## config.mk

```make
export PLATFORM = sky130hd
export DESIGN_NAME = irq_ctrl
export DESIGN_NICKNAME = d
export VERILOG_FILES = /design/src/rtl/irq_pkg.sv /design/src/rtl/irq_csr_file.sv /design/src/rtl/irq_ctrl.sv
export SDC_FILE = /design/constraint.sdc
export NUM_CORES = 1
export LEC_CHECK = 0
export CAP_MARGIN = 20
export CORE_MARGIN = 5
export CORE_UTILIZATION = 55
export DETAILED_ROUTE_END_ITERATION = 8
export GPL_TIMING_DRIVEN = 0
export PLACE_DENSITY_LB_ADDON = 0.1
export SKIP_LAST_GASP = 1
export SYNTH_ARGS = -nofsm -noshare
export SYNTH_HDL_FRONTEND = slang
export SYNTH_SLANG_ARGS = --single-unit
```

## constraint.sdc

```tcl
create_clock -name clk -period 7.1 [get_ports clk]
set_input_delay 0.71 -clock clk [delete_from_list [all_inputs] [get_ports clk]]
set_output_delay 0.71 -clock clk [all_outputs]
set_load 0.1 [all_outputs]
```

## src/rtl/irq_pkg.sv

```systemverilog
// Shared definitions for the machine-mode interrupt controller: CSR map,
// bit positions inside the CSRs, trap cause codes and controller state.
package irq_pkg;

    localparam int unsigned XLEN      = 32;
    localparam int unsigned ADDR_W    = 12;

    localparam logic [ADDR_W-1:0] CSR_MSTATUS = 12'h300;
    localparam logic [ADDR_W-1:0] CSR_MIE     = 12'h304;
    localparam logic [ADDR_W-1:0] CSR_MTVEC   = 12'h305;
    localparam logic [ADDR_W-1:0] CSR_MEPC    = 12'h341;
    localparam logic [ADDR_W-1:0] CSR_MCAUSE  = 12'h342;
    localparam logic [ADDR_W-1:0] CSR_MIP     = 12'h344;

    localparam int unsigned BIT_MIE  = 3;
    localparam int unsigned BIT_MPIE = 7;
    localparam int unsigned BIT_MTI  = 7;
    localparam int unsigned BIT_MEI  = 11;

    localparam logic [XLEN-1:0] CAUSE_TIMER = 32'h8000_0007;
    localparam logic [XLEN-1:0] CAUSE_EXT   = 32'h8000_000B;

    typedef enum logic {
        ST_IDLE = 1'b0,
        ST_REQ  = 1'b1
    } irq_state_e;

endpackage

```

## src/rtl/irq_csr_file.sv

```systemverilog
// Machine CSR storage with field masking, read mux and the priority between
// software writes, trap commit, mret restore and the timer pending bit.
module irq_csr_file
    import irq_pkg::*;
#(
    parameter logic [31:0] MTVEC_RESET = 32'h0000_0000
) (
    input  logic                clk,
    input  logic                rst,
    input  logic                csr_we,
    input  logic [ADDR_W-1:0]   csr_addr,
    input  logic [XLEN-1:0]     csr_wdata,
    output logic [XLEN-1:0]     csr_rdata_c,
    input  logic                timer_irq,
    input  logic                ext_irq,
    input  logic                trap_commit,
    input  logic [XLEN-1:0]     trap_cause,
    input  logic [XLEN-1:0]     instr_pc,
    input  logic                mret_commit,
    output logic                status_mie,
    output logic                mtie,
    output logic                meie,
    output logic                mtip,
    output logic                meip,
    output logic [XLEN-3:0]     mtvec_base,
    output logic                mtvec_mode,
    output logic [XLEN-1:0]     mepc
);

    logic            mie_q, mpie_q, mtie_q, meie_q, mtip_q, mtip_d;
    logic [XLEN-3:0] mtvec_base_q, mepc_q;
    logic            mtvec_mode_q;
    logic [XLEN-1:0] mcause_q;
    logic            wr_mstatus, wr_mie, wr_mtvec, wr_mepc, wr_mcause, wr_mip;
    logic            unused_pc_lsb;

    assign wr_mstatus = csr_we && (csr_addr == CSR_MSTATUS);
    assign wr_mie     = csr_we && (csr_addr == CSR_MIE);
    assign wr_mtvec   = csr_we && (csr_addr == CSR_MTVEC);
    assign wr_mepc    = csr_we && (csr_addr == CSR_MEPC);
    assign wr_mcause  = csr_we && (csr_addr == CSR_MCAUSE);
    assign wr_mip     = csr_we && (csr_addr == CSR_MIP);

    assign unused_pc_lsb = ^instr_pc[1:0];

    // Timer pending: software write, then trap clear, then a fresh pulse wins.
    always_comb begin
        mtip_d = mtip_q;
        if (wr_mip)
            mtip_d = csr_wdata[BIT_MTI];
        if (trap_commit && (trap_cause == CAUSE_TIMER))
            mtip_d = 1'b0;
        if (timer_irq)
            mtip_d = 1'b1;
    end

    always_ff @(posedge clk or negedge rst) begin
        if (!rst) begin
            mie_q        <= 1'b0;
            mpie_q       <= 1'b0;
            mtie_q       <= 1'b0;
            meie_q       <= 1'b0;
            mtip_q       <= 1'b0;
            mtvec_base_q <= MTVEC_RESET[XLEN-1:2];
            mtvec_mode_q <= MTVEC_RESET[0];
            mepc_q       <= '0;
            mcause_q     <= '0;
        end else begin
            mtip_q <= mtip_d;
            if (trap_commit) begin
                mpie_q <= mie_q;
                mie_q  <= 1'b0;
            end else if (mret_commit) begin
                mie_q  <= mpie_q;
                mpie_q <= 1'b1;
            end else if (wr_mstatus) begin
                mie_q  <= csr_wdata[BIT_MIE];
                mpie_q <= csr_wdata[BIT_MPIE];
            end
            if (wr_mie) begin
                mtie_q <= csr_wdata[BIT_MTI];
                meie_q <= csr_wdata[BIT_MEI];
            end
            if (wr_mtvec) begin
                mtvec_base_q <= csr_wdata[XLEN-1:2];
                mtvec_mode_q <= csr_wdata[0];
            end
            if (trap_commit)
                mepc_q <= instr_pc[XLEN-1:2];
            else if (wr_mepc)
                mepc_q <= csr_wdata[XLEN-1:2];
            if (trap_commit)
                mcause_q <= trap_cause;
            else if (wr_mcause)
                mcause_q <= csr_wdata;
        end
    end

    always_comb begin
        csr_rdata_c = '0;
        case (csr_addr)
            CSR_MSTATUS: begin
                csr_rdata_c[BIT_MIE]  = mie_q;
                csr_rdata_c[BIT_MPIE] = mpie_q;
            end
            CSR_MIE: begin
                csr_rdata_c[BIT_MTI] = mtie_q;
                csr_rdata_c[BIT_MEI] = meie_q;
            end
            CSR_MTVEC:  csr_rdata_c = {mtvec_base_q, 1'b0, mtvec_mode_q};
            CSR_MEPC:   csr_rdata_c = {mepc_q, 2'b00};
            CSR_MCAUSE: csr_rdata_c = mcause_q;
            CSR_MIP: begin
                csr_rdata_c[BIT_MTI] = mtip_q;
                csr_rdata_c[BIT_MEI] = ext_irq;
            end
            default:    csr_rdata_c = '0;
        endcase
    end

    assign status_mie = mie_q;
    assign mtie       = mtie_q;
    assign meie       = meie_q;
    assign mtip       = mtip_q;
    assign meip       = ext_irq;
    assign mtvec_base = mtvec_base_q;
    assign mtvec_mode = mtvec_mode_q;
    assign mepc       = {mepc_q, 2'b00};

endmodule

```

## src/rtl/irq_ctrl.sv

```systemverilog
// Machine-mode interrupt controller: arbitrates pending interrupts into a
// held trap request, commits the trap on acknowledge and services mret.
module irq_ctrl
    import irq_pkg::*;
#(
    parameter logic [31:0] MTVEC_RESET = 32'h0000_0000
) (
    input  logic              clk,
    input  logic              rst,
    input  logic              timer_irq,
    input  logic              ext_irq,
    input  logic              csr_we,
    input  logic [11:0]       csr_addr,
    input  logic [31:0]       csr_wdata,
    output logic [31:0]       csr_rdata,
    input  logic [31:0]       instr_pc,
    input  logic              is_mret,
    output logic              trap_req,
    input  logic              trap_ack,
    output logic              redirect,
    output logic [31:0]       trap_pc
);

    irq_state_e      state_q;
    logic [XLEN-1:0] cause_q;
    logic            status_mie, mtie, meie, mtip, meip, mtvec_mode;
    logic [XLEN-3:0] mtvec_base;
    logic [XLEN-1:0] mepc, vec_base_c, vec_off_c, trap_vec_c;
    logic            mret_fire_c, trap_commit_c, ext_pend_c, tmr_pend_c, take_c;

    assign mret_fire_c   = is_mret && (state_q == ST_IDLE);
    assign trap_commit_c = trap_ack && (state_q == ST_REQ);
    assign ext_pend_c    = meip && meie;
    assign tmr_pend_c    = mtip && mtie;
    // mret has priority; the new enable is evaluated on the following cycle.
    assign take_c        = status_mie && (ext_pend_c || tmr_pend_c) && !mret_fire_c;

    irq_csr_file #(
        .MTVEC_RESET (MTVEC_RESET)
    ) u_csr (
        .clk         (clk),
        .rst         (rst),
        .csr_we      (csr_we),
        .csr_addr    (csr_addr),
        .csr_wdata   (csr_wdata),
        .csr_rdata_c (csr_rdata),
        .timer_irq   (timer_irq),
        .ext_irq     (ext_irq),
        .trap_commit (trap_commit_c),
        .trap_cause  (cause_q),
        .instr_pc    (instr_pc),
        .mret_commit (mret_fire_c),
        .status_mie  (status_mie),
        .mtie        (mtie),
        .meie        (meie),
        .mtip        (mtip),
        .meip        (meip),
        .mtvec_base  (mtvec_base),
        .mtvec_mode  (mtvec_mode),
        .mepc        (mepc)
    );

    // Request is held with a frozen cause until the core acknowledges it.
    always_ff @(posedge clk or negedge rst) begin
        if (!rst) begin
            state_q  <= ST_IDLE;
            trap_req <= 1'b0;
            cause_q  <= '0;
        end else begin
            case (state_q)
                ST_IDLE: begin
                    if (take_c) begin
                        state_q  <= ST_REQ;
                        trap_req <= 1'b1;
                        cause_q  <= ext_pend_c ? CAUSE_EXT : CAUSE_TIMER;
                    end
                end
                ST_REQ: begin
                    if (trap_ack) begin
                        state_q  <= ST_IDLE;
                        trap_req <= 1'b0;
                    end
                end
                default: begin
                    state_q  <= ST_IDLE;
                    trap_req <= 1'b0;
                end
            endcase
        end
    end

    assign vec_base_c = {mtvec_base, 2'b00};
    assign vec_off_c  = {25'b0, cause_q[4:0], 2'b00};
    assign trap_vec_c = mtvec_mode ? XLEN'(vec_base_c + vec_off_c) : vec_base_c;

    assign redirect = mret_fire_c;
    assign trap_pc  = (state_q == ST_REQ) ? trap_vec_c : mepc;

endmodule

```

==> flow_metrics.py, run 1 <==
metrics = {
    "status": {
        "status": "finished, final reports clean",
    },
    "place": {
        "portBuffers": 142,
        "routabilityCongestion": 0.899,
        "hpwl_um": 16200,
    },
    "cells_and_area": {
        "final_net_count": 949,
        "num-fill-cells": 893,
        "postLayoutCoreUtil_pct": 72.8,
        "seq_area_um2": 2580,
        "multi_input_area_um2": 3370,
        "area_growth_pct": 31.0,
        "post_route_cells_drive_above_1_share_pct": 9.48,
        "diodes": 0,
        "layout.cells.most_common_list": "141 x clkdlybuf4s50_1, 103 x dfrtp_1, 101 x nand2_1",
        "layout_commonest_cell": "clkdlybuf4s50_1",
    },
    "power_and_ir_drop": {
        "p_sw_share_pct": 32.0,
        "seqPwrFrac_pct": 41.8,
        "comb_power_share_pct": 22.9,
        "power.internal_uw": 1040,
        "power-per-cell-area_nw_per_um2": 186,
        "p_clk_share_pct": 35.3,
        "irDropWorstVdd_mv": 0.223,
        "p_switching_uw": 490,
        "power.static_leakage_uw": 0.00365,
    },
    "sta": {
        "max-slew-margin-rel_pct": 26.5,
        "final.setup.tns_ns": 0,
        "min_period_over_period_pct": 77.9,
        "timing.hold.ws_ns": 0.319,
        "hold_viol_final": 0,
        "fmax_mhz": 181,
        "tightestPinTransition_ns": 1.10,
        "final_period_demand_of_the_worst_path_ns": 5.53,
        "setup_violations": 0,
        "finalClockSkew_ns": 0.00535,
        "drv_slew": 0,
        "rsz_0062_raised_after_global_routing": "no",
    },
    "setup_path": {
        "crit_path_max_fanout": 10,
        "critical_path.cell_chain": "ha_1, fa_1, a211oi_1, or2_2, clkbuf_1, clkbuf_1, o21ai_0, a31oi_1, clkdlybuf4s50_1",
        "critical_path_start_type": "register",
        "cp_slowest_cell": "clkdlybuf4s50_1",
        "cpPeakStageDelay_ns": 1.18,
        "timing.critical_path.to_type": "primary output",
        "worst_ep_required_time_ns": 6.39,
        "worstPathArrival_ns": 4.82,
        "crit_path_frequent_cell": "clkbuf_1",
        "setup.worst_path.class": "reg2out",
    },
    "routing": {
        "drt_drc_violations_left": 0,
        "detail_route.iter0.violations": 853,
        "drtAntennaViolNets": 0,
        "via_count": 6651,
        "drt-total-wl_um": 22800,
        "detailedRoute.firstPassIterationCount": 5,
        "avgRoutedWirePerCell_um": 22.6,
        "drt-vias-per-instance": 6.60,
    },
    "floorplanning": {
        "fp.coreArea_um2": 11300,
        "io-pin-count": 149,
        "initial_core_utilization_pct": 55.6,
        "row_count": 39,
        "die-width_um": 117,
        "die_height_um": 117,
        "floorplan.die_area_um2": 13700,
    },
    "logic_synthesis": {
        "async_flop_share_pct": 100,
        "number_of_storage_elements_in_the_synthesis_netlist": 103,
        "synth_top_area_cell": "dfrtp_1",
        "synth-edff-count": 0,
        "post_syn_area_um2": 6290,
        "yosys_most_used_dff": "dfrtp_1",
        "synth.avg_cell_area_um2": 8.93,
        "count_of_distinct_cell_types_in_the_synthesized_netlist": 66,
        "yosysSeqAreaShare_pct": 41.0,
        "top_area_cell_type_share_of_the_netlist_area_pct": 41.0,
        "synth-warning-count": 0,
        "synthTopCellsByArea": "dfrtp_1 41%, nand2_1 6.0%, mux2_2 5.4%",
        "synthesis.instances": 705,
    },
    "cts": {
        "cts_made_buffers": 9,
        "post_cts_resized": 0,
        "ctsRootBufferMaster": "clkbuf_16",
        "cts_buffer_depth": 2,
        "clock_sink_count": 103,
        "cts_hold_buffers": 0,
        "htree_num_levels": 3,
        "postCtsSetupBuffers": 0,
        "clkLatencyLatePin_ns": 0.36,
        "cts.clk_slew.worst_paths_ns": 0.07,
        "tritoncts": "done",
    },
    "min_path": {
        "hold_path.class": "in2async",
    },
    "grt": {
        "groute.usage.overall_pct": 33.8,
        "grt_start_max_net_pins": 68,
        "grt_overflow_total": 0,
        "antenna_violations_before_repair": 0,
        "number_of_global_route_vias_before_repair": 6580,
        "grt_pass1_wl_um": 35000,
    },
    "job": {
        "number_of_maximum_capacitance_constraint_violations": 0,
    },
}
## layer usage
layer	routed length, um	global-route usage (%)
met5	0	0
met4	935	15.5
met1	8610	42.3
met3	2380	8.12
met2	10800	55.6
## flip-flops by register name, summed over array words and instances (netlist names)
signal and cells:
u_csr.mcause_q 32, u_csr.mepc_q 30, u_csr.mtvec_base 30, cause_q 3
state_q 1, trap_req 1, u_csr.meie 1, u_csr.mpie_q 1
u_csr.mtie 1, u_csr.mtip 1, u_csr.mtvec_mode 1, u_csr.status_mie 1
## per-stage QoR
| stage | std cells | total power (uW) | worst slack [ns] | cell area (um^2) |
|---|---|---|---|---|
| final | 1008 | 1530 | 1.57 | 8240 |
| after global routing | 1008 | 1580 | 1.45 | 8240 |
| after CTS | 1007 | 1530 | 1.65 | 8240 |
| after detailed placement | 992 | 999 | 1.89 | 7920 |
| after global placement | 991 | 991 | 1.35 | 7900 |
| after floorplan | 706 | 870 | 2.49 | 6300 |
## critical path: cells and delay by family (launching register included)
kind | cells | cell delay, ns
buf+inv | 3 | 2.10
compound gates | 3 | 0.93
fa+ha+maj | 2 | 0.72
flops | 1 | 0.48
simple gates | 1 | 0.22
## kinds of logic (layout without fill, tap and decap cells)
logic type	Yosys count	in the layout	synth area share, %
DFF	103	103	41.0
xor gates and xnor gates	6	6	0.835
buffers and inverters	71	230	5.51
and+or+nand+nor	275	275	22.1
other	1	2	0.0596
adders and majority gates	5	5	1.11
AOI/OAI and AO/OA	197	197	21.2
muxes	47	47	8.17
## worst paths after layout
check | from | to | slack [ns] | depth (start not counted)
setup / recovery | cause_q[1] | trap_pc[14] | 1.57 | 9
hold / removal | rst | u_csr.mcause_q[28] | 0.32 | 1
setup reg to reg | state_q | u_csr.mepc_q[23] | 4.88 | 5
hold reg to reg | trap_req | trap_req | 0.49 | 1
max in group asynchronous | rst | u_csr.mepc_q[10] | 6.06 | 2
min in group clk | trap_req | trap_req | 0.49 | 1
## synthesized netlist by cell type (3+ instances only)
library cell	instances
o31ai_1	16
a31oi_1	45
and4_1	7
buf_2	12
buf_6	3
inv_1	11
a21o_1	31
mux2_2	30
nor2_1	59
a22o_1	28
dfrtp_1	103
buf_4	7
a21oi_1	46
and2_1	6
mux2_1	5
nor4b_1	6
xnor2_1	5
nand3_1	39
or4_1	15
nand2_1	101
clkbuf_1	32
ha_1	4
or3_1	4
and3_1	3
o211ai_1	4
mux2i_1	12
o21ai_0	9
nand4_1	8
a211oi_1	3
## power groups by stage
| stage | Sequential [uW] | Clock [uW] | Combinational, uW |
|---|---|---|---|
| final | 640 | 540 | 350 |
| after global routing | 643 | 570 | 367 |
| after CTS | 639 | 543 | 350 |
| after detailed placement | 650 | 0 | 349 |
| after global placement | 648 | 0 | 343 |
| after floorplan | 643 | 0 | 227 |
## final cells by class
type                       instances  area share [%]
timing repair buffer             144            17.6
clock inverter                     3           0.820
sequential                       103            31.3
buffer                            59            3.66
clock buffer                      12            2.99
tap                              143            2.17
multi-input combinational        532            40.9
inverter                          12           0.546
Power figures use the tool's default switching activity.
==> run 2: changes to the inputs <==
CORE_UTILIZATION = 46   (was 55)
clock period = 5.05 ns   (was 7.1 ns; I/O delays follow)
==> flow_metrics.py, run 2 (synthesis results as in run 1) <==
metrics = {
    "sta": {
        "hold_viol_final": 0,
        "rsz_0062_raised_after_global_routing": "no",
        "max-slew-margin-rel_pct": 28.8,
        "drv_slew": 0,
        "setup_slack_ns": 0.104,
        "final_period_demand_of_the_worst_path_ns": 4.95,
        "tightestPinTransition_ns": 1.05,
        "setup_violations": 0,
        "fmax_mhz": 202,
        "min_period_over_period_pct": 97.9,
        "finalClockSkew_ns": 0.00436,
        "final.setup.tns_ns": 0,
    },
    "cts": {
        "clock_sink_count": 103,
        "clkLatencyLatePin_ns": 0.37,
        "htree_num_levels": 3,
        "ctsRootBufferMaster": "clkbuf_16",
        "postCtsSetupBuffers": 0,
        "tritoncts": "done",
        "cts.clk_slew.worst_paths_ns": 0.07,
        "cts_made_buffers": 9,
        "cts_buffer_depth": 2,
    },
    "cells_and_area": {
        "layout.cells.most_common_list": "132 x clkdlybuf4s50_1, 103 x dfrtp_1, 101 x nand2_1",
        "final_net_count": 948,
        "num-fill-cells": 1179,
        "post_route_cells_drive_above_1_share_pct": 11.0,
        "layout_commonest_cell": "clkdlybuf4s50_1",
        "diodes": 0,
        "area_growth_pct": 30.9,
        "largest_reg_flops": 32,
        "largest_register": "u_csr.mcause_q",
        "post_layout_nonfiller_instances": 1041,
    },
    "place": {
        "dp_cells": 1025,
        "post_place_setup_slack_ns": 0.163,
        "portBuffers": 142,
        "routabilityCongestion": 0.978,
        "hpwl_um": 16000,
    },
    "floorplanning": {
        "io-pin-count": 149,
        "fp.coreArea_um2": 13300,
        "die_height_um": 127,
        "die-width_um": 127,
        "floorplan.die_area_um2": 16100,
        "initial_core_utilization_pct": 47.1,
        "row_count": 42,
    },
    "setup_path": {
        "worst_ep_required_time_ns": 4.55,
        "r2r.worst_path.cells": 6,
        "worstPathArrival_ns": 4.44,
        "cpPeakStageDelay_ns": 1.18,
        "rrSetupSlack_ns": 2.62,
        "r2r_end": "u_csr.mepc_q[27]",
        "timing.critical_path.to_type": "primary output",
        "crit_path_max_fanout": 10,
        "r2r-start": "state_q",
        "critical_path_start_type": "register",
        "critical_path.cell_chain": "ha_1, and4_1, a211oi_1, clkbuf_1, buf_6, o21ai_0, a31oi_1, clkdlybuf4s50_1",
        "setup.worst_path.class": "reg2out",
        "cp_slowest_cell": "clkdlybuf4s50_1",
    },
    "routing": {
        "drt-vias-per-instance": 6.19,
        "via_count": 6442,
        "detail_route.iter0.violations": 660,
        "drt-total-wl_um": 22300,
        "detailedRoute.firstPassIterationCount": 5,
        "drtAntennaViolNets": 0,
        "avgRoutedWirePerCell_um": 21.5,
        "drt_drc_violations_left": 0,
    },
    "grt": {
        "number_of_global_route_vias_before_repair": 6486,
        "grt_start_max_net_pins": 60,
        "grt_overflow_total": 0,
        "antenna_violations_before_repair": 0,
        "grt_pass1_wl_um": 35100,
        "groute.usage.overall_pct": 27.7,
    },
    "power_and_ir_drop": {
        "design_power_total_uw": 2120,
        "irDropWorstVdd_mv": 0.173,
        "power-per-cell-area_nw_per_um2": 258,
        "power.static_leakage_uw": 0.00366,
    },
    "min_path": {
        "hold_path.class": "in2async",
    },
    "job": {
        "number_of_maximum_capacitance_constraint_violations": 0,
    },
    "status": {
        "status": "finished, final reports clean",
    },
}
-- run 2: layout make-up --
| cell class | count | area (um^2) | area share [%] |
|---|---|---|---|
| Multi-Input combinational cell | 532 | 3380 | 41.1 |
| Sequential cell | 103 | 2580 | 31.3 |
| Timing Repair Buffer | 143 | 1400 | 17.0 |
| Buffer | 59 | 302 | 3.66 |
| Clock buffer | 11 | 253 | 3.07 |
| Tap cell | 176 | 220 | 2.67 |
| Clock inverter | 5 | 56.3 | 0.683 |
| Inverter | 12 | 45.0 | 0.547 |
-- run 2: where the power goes --
part / leakage (uW) / internal [uW] / switching, uW / total, uW
combinational: 0.00214 / 146 / 339 / 485
sequential: 0.00137 / 863 / 35.7 / 899
clock: 0.000152 / 411 / 329 / 740
total: 0.00366 / 1420 / 705 / 2120
-- run 2: timing repair --
item | CTS | global route
gates resized for setup | 9 | 27
setup endpoints to repair | 9 | 19
hold buffers | 0 | 0
-- run 2: worst max path at each step --
stage / from / end / slack [ns]
after global placement: rst / u_csr.mcause_q[14] / -0.52
after global routing: cause_q[2] / trap_pc[9] / 0.006
after floorplan: cause_q[1] / trap_pc[14] / 0.64
after detailed placement: cause_q[1] / trap_pc[14] / 0.16
after CTS: cause_q[1] / trap_pc[14] / 0.03
final: cause_q[2] / trap_pc[9] / 0.10
-- run 2: per-layer routing --
metal	global-route usage, %	share of wire [%]	wire (um)	up-vias
met5	0	0	0	-
met4	9.91	2.4	536	0
met3	6.73	8.6	1920	41
met2	43.1	46	10200	327
met1	37.8	43	9680	3154
li1	-	-	-	2920
-- run 2: metrics by stage --
stage | hold slack [ns] | util, % | area (um^2)
2_1_floorplan | 0.209 | - | 6300
3_3_place_gp | 0.462 | 59.5 | 7940
3_5_place_dp | 0.476 | 59.7 | 7960
4_1_cts | 0.173 | 61.9 | 8260
5_1_grt | 0.207 | 61.7 | 8240
6_report | 0.160 | 61.7 | 8240
-- run 2: worst max-delay path: cells and delay by family, from the launching register on --
| kind | cells | cell delay (ns) |
|---|---|---|
| flops | 1 | 0.42 |
| buf+inv | 3 | 1.89 |
| fa+ha+maj | 1 | 0.38 |
| compound gates | 3 | 1.14 |
| simple gates | 1 | 0.23 |
